`src/rtl/dbuf_filt_multi.sv`:
```
// rtl/dbuf_filt_multi.sv - multi-channel synchronising glitch-filter buffer with edge-event pulses
module dbuf_filt_multi #(
  parameter int             NCH      = 4,
  parameter int             FILT_CNT = 3,
  parameter logic [NCH-1:0] INV_MASK = '0,
  parameter logic [NCH-1:0] RST_VAL  = '0
) (
  input  logic           CELCLK,
  input  logic           CELRSTN,
  input  logic           CELV,
  input  logic           CELG,
  input  logic           SUB,
  input  logic           en,
  input  logic [NCH-1:0] i,
  output logic [NCH-1:0] o,
  output logic [NCH-1:0] rise,
  output logic [NCH-1:0] fall
);

  localparam int             CW       = (FILT_CNT > 1) ? $clog2(FILT_CNT) : 1;
  localparam logic [CW-1:0]  CNT_LAST = CW'(FILT_CNT - 1);

  logic [NCH-1:0] ff1;
  logic [NCH-1:0] ff2;
  logic [NCH-1:0] s;
  logic [CW-1:0]  cnt [NCH];

  // Supply pins are carried through the brick boundary only; no logic depends on them.
  logic unused_supply;
  assign unused_supply = ^{CELV, CELG, SUB};

  assign s = ff2 ^ INV_MASK;

  always_ff @(posedge CELCLK or negedge CELRSTN) begin
    if (!CELRSTN) begin
      ff1 <= RST_VAL;
      ff2 <= RST_VAL;
    end else begin
      ff1 <= i;
      ff2 <= ff1;
    end
  end

  // Each channel commits s to o only after FILT_CNT consecutive disagreeing edges.
  always_ff @(posedge CELCLK or negedge CELRSTN) begin
    if (!CELRSTN) begin
      o    <= RST_VAL;
      rise <= '0;
      fall <= '0;
      for (int n = 0; n < NCH; n++) begin
        cnt[n] <= '0;
      end
    end else begin
      rise <= '0;
      fall <= '0;
      for (int n = 0; n < NCH; n++) begin
        if (!en || (s[n] == o[n])) begin
          cnt[n] <= '0;
        end else if (cnt[n] == CNT_LAST) begin
          o[n]    <= s[n];
          rise[n] <= s[n];
          fall[n] <= ~s[n];
          cnt[n]  <= '0;
        end else begin
          cnt[n] <= cnt[n] + 1'b1;
        end
      end
    end
  end

endmodule
```
`config.mk`:
```
export PLATFORM = sky130hd
export DESIGN_NAME = dbuf_filt_multi
export DESIGN_NICKNAME = d
export VERILOG_FILES = /design/src/rtl/dbuf_filt_multi.sv
export SDC_FILE = /design/constraint.sdc
export NUM_CORES = 1
export LEC_CHECK = 0
export CAP_MARGIN = 0
export CORE_ASPECT_RATIO = 1.25
export CORE_MARGIN = 3
export CORE_UTILIZATION = 43
export DETAILED_ROUTE_END_ITERATION = 8
export PLACE_DENSITY = 0.74
export SYNTH_ARGS = -nofsm -noshare
export SYNTH_HDL_FRONTEND = slang
export SYNTH_SLANG_ARGS = --single-unit
```
`constraint.sdc`:
```
create_clock -name CELCLK -period 1.15 [get_ports CELCLK]
set_clock_uncertainty 0.15 [all_clocks]
set_input_delay 0.345 -clock CELCLK [delete_from_list [all_inputs] [get_ports CELCLK]]
set_output_delay 0.345 -clock CELCLK [all_outputs]
set_load 0.005 [all_outputs]
```
==> flow_summary.ini <==
[pwr]
p_switching_uw = 731
irDropWorstVdd_uv = 1060
p_per_area_mw_per_mm2 = 1850
pwr-share-comb_pct = 36.9
cellLeakagePower_uw = 0.000703
switching_share_pct = 27.2
power.share.sequential_pct = 45.8
clkPwrFrac_pct = 17.3
p_int_uw = 1960

[synthesis]
synth_nets = 68
netlist.area_leader.share_pct = 70.4
synthFlopType = dfrtp_1
synth.distinct_cells = 13
yosysWarnings = 0
ys_ff_latch = 28
syn_area_per_cell_sq_um = 17.2
synth_top_cells_by_count = 28 x dfrtp_1, 8 x nor3b_1, 4 x xnor2_1, 3 x nor4b_1, 3 x nor4bb_1
yosys-top-cells-area = dfrtp_1 70%, nor3b_1 6.0%, nand3b_4 4.0%
synth_top_area_cell = dfrtp_1
synth_edf_count = 0
seq_area_frac_synth_pct = 70.4
syn_area_sq_um = 995
yosysMostFrequentCell = dfrtp_1
async_flop_share_pct = 100
synth_cells = 58

[die]
core_area_sq_mm = 0.00209
die-area_sq_mm = 0.00293
initial_utilization_pct = 47.5
die_x_um = 49.0
fp.dieH_um = 59.8
rows = 18
io_pins = 22

[worst_setup_path]
reg2reg_from = o[0]
regToRegSetupSlack_ns = -0.13
crit_path_start = o[3]
end_kind = primary output
cp.required_ns = 0.65
path_max_fanout = 2
arrival_ns = 0.86
critPathKind = flop to primary output
worst_setup_path_start_kind = flop
path_delay_family = flip-flops
r2r_end = cnt[6]
path_cells = buf_2
cpPeakStageDelay_ns = 0.41
crit_end = o[3]
cpMaxStageDelayCell = dfrtp_1
r2r_cells = 4
crit_buf_inv = 1
path_depth = 1

[placed_design]
routabilityCongestion = 0.685
dp.cells = 115
post_dp_cell_area_sq_mm = 0.00130
port-buffer-count = 18
place_hpwl_um = 1030

[sta]
worst_slack_ns = -0.202
tightestPinTransition_ns = 0.267
period_share_pct = 118
rsz0062_at_grt = true
hold_violations = 0
period_needed_ns = 1.35
setup_viol = 17
maxSlewHeadroom_pct = 81.9
slew_violations = 0
fmax_mhz = 739

[clock_tree]
cts_hold_buf = 0
htreeDepth = 1
cts_buffers = 3
tritoncts = yes
cts-root-buf = clkbuf_4
clk_pin_slew_ns = 0.14
cts.sinks = 28
clockBufferDepth = 2
insertion_delay_ns = 0.31

[global_routing]
grt.total_usage_pct = 11.9
grt_pass1_wl_um = 2630
grt_pass1_vias = 607
antenna_found_initial = 0
gr-total-overflow = 0
grt_max_degree = 29

[route]
firstDrtPassIters = 1
ant_nets = 0
routedWlPerCell_um = 13.0
num_vias = 593
via_per_inst = 4.78
drt_iter0_markers = 0
totalWireLength_um = 1610
drcViolationCount = 0

[layout]
area_delta_synth_final_pct = 46.3
fillCellCount = 148
final_area_sq_mm = 0.00146
nNetsFinal = 105
antenna_cells_inserted = 0
final_layout_size_suffix_gt1_share_pct = 58.5
finalNonFillerCells = 124

[run_status]
violations = setup timing
outcome = complete, but fails checks

[run]
max_cap_viol_count = 0

[worst_hold_path]
holdCritPathClass = primary input to asynchronous set/reset pin
stage by stage:
| stage | hold WS, ns | setup TNS (ns) | utilization [%] | setup WS [ns] | power [uW] |
|---|---|---|---|---|---|
| after floorplan | -0.101 | -0.00174 | - | -0.00174 | 1550 |
| after global placement | 0.185 | -9.95 | 62.1 | -0.534 | 1900 |
| after detailed placement | 0.192 | -10.53 | 62.1 | -0.573 | 1920 |
| after CTS | 0.212 | -2.58 | 63.0 | -0.209 | 2390 |
| after global routing | 0.200 | -3.70 | 69.5 | -0.262 | 2830 |
| final | 0.215 | -2.50 | 69.5 | -0.202 | 2690 |
per-layer routing:
metal | up-vias | part of all wire (%) | track usage, %
met2 | 9 | 52 | 20.6
met5 | - | 0 | 0
met1 | 300 | 43 | 13.7
met3 | 2 | 3.5 | 3.24
met4 | 0 | 0.56 | 6.10
li1 | 282 | - | -
final cells by class:
cell class	instances	area, sq um	share of cell area (%)
clock buffers	4	36.3	2.49
multi-input cells	29	409	28.1
flip-flops and latches	28	704	48.4
well taps	30	37.5	2.58
repair buffers	33	268	18.4
cells in the final DEF, fill, tap and decap left out:
master and count:
buf_12 2, buf_4 10, dfrtp_1 25, dfrtp_2 3, nor3b_1 3, clkbuf_8 1
nand3b_1 2, nand3b_4 2, nor4bb_2 1, clkdlybuf4s50_1 5, nor3_2 1, buf_2 12
mux2_4 4, nand2_1 1, xnor2_2 1, nor4b_2 4, dlygate4sd2_1 1, nor3b_2 5
xnor2_4 3, buf_6 3, nor4bb_1 2, clkbuf_4 3
kinds of logic after synthesis:
group | Yosys count | synth area share [%]
and+or+nand+nor | 21 | 19.6
xor gates and xnor gates | 4 | 3.52
DFF | 28 | 70.4
muxes | 4 | 5.28
buffers and inverters | 1 | 1.13
worst min-delay path by stage:
| stage | start | to | slack [ns] | cells after the start |
|---|---|---|---|---|
| 2_1_floorplan | CELRSTN | cnt[0] | -0.10 | 0 |
| 3_3_place_gp | ff1[3] | ff2[3] | 0.19 | 0 |
| 3_5_place_dp | ff1[1] | ff2[1] | 0.19 | 0 |
| 4_1_cts | CELRSTN | rise[1] | 0.21 | 2 |
| 5_1_grt | CELRSTN | fall[2] | 0.20 | 2 |
| 6_report | CELRSTN | fall[0] | 0.22 | 2 |
sequential cells by signal, indices dropped and copies added, names as in the netlist:
name / flops
cnt: 8
fall: 4
ff1: 4
ff2: 4
o: 4
rise: 4
power groups by stage:
stage / Clock [uW] / Combinational [uW] / Sequential, uW
6_report: 466 / 991 / 1230
5_1_grt: 521 / 1060 / 1250
4_1_cts: 474 / 695 / 1220
3_5_place_dp: 0 / 683 / 1240
3_3_place_gp: 0 / 663 / 1230
2_1_floorplan: 0 / 267 / 1280
timing repair:
item	CTS	global route
gates resized for setup	55	19
pin swaps	2	8
endpoints found under the setup margin	32	29
setup buffers	1	4
Power figures use the tool's default switching activity.
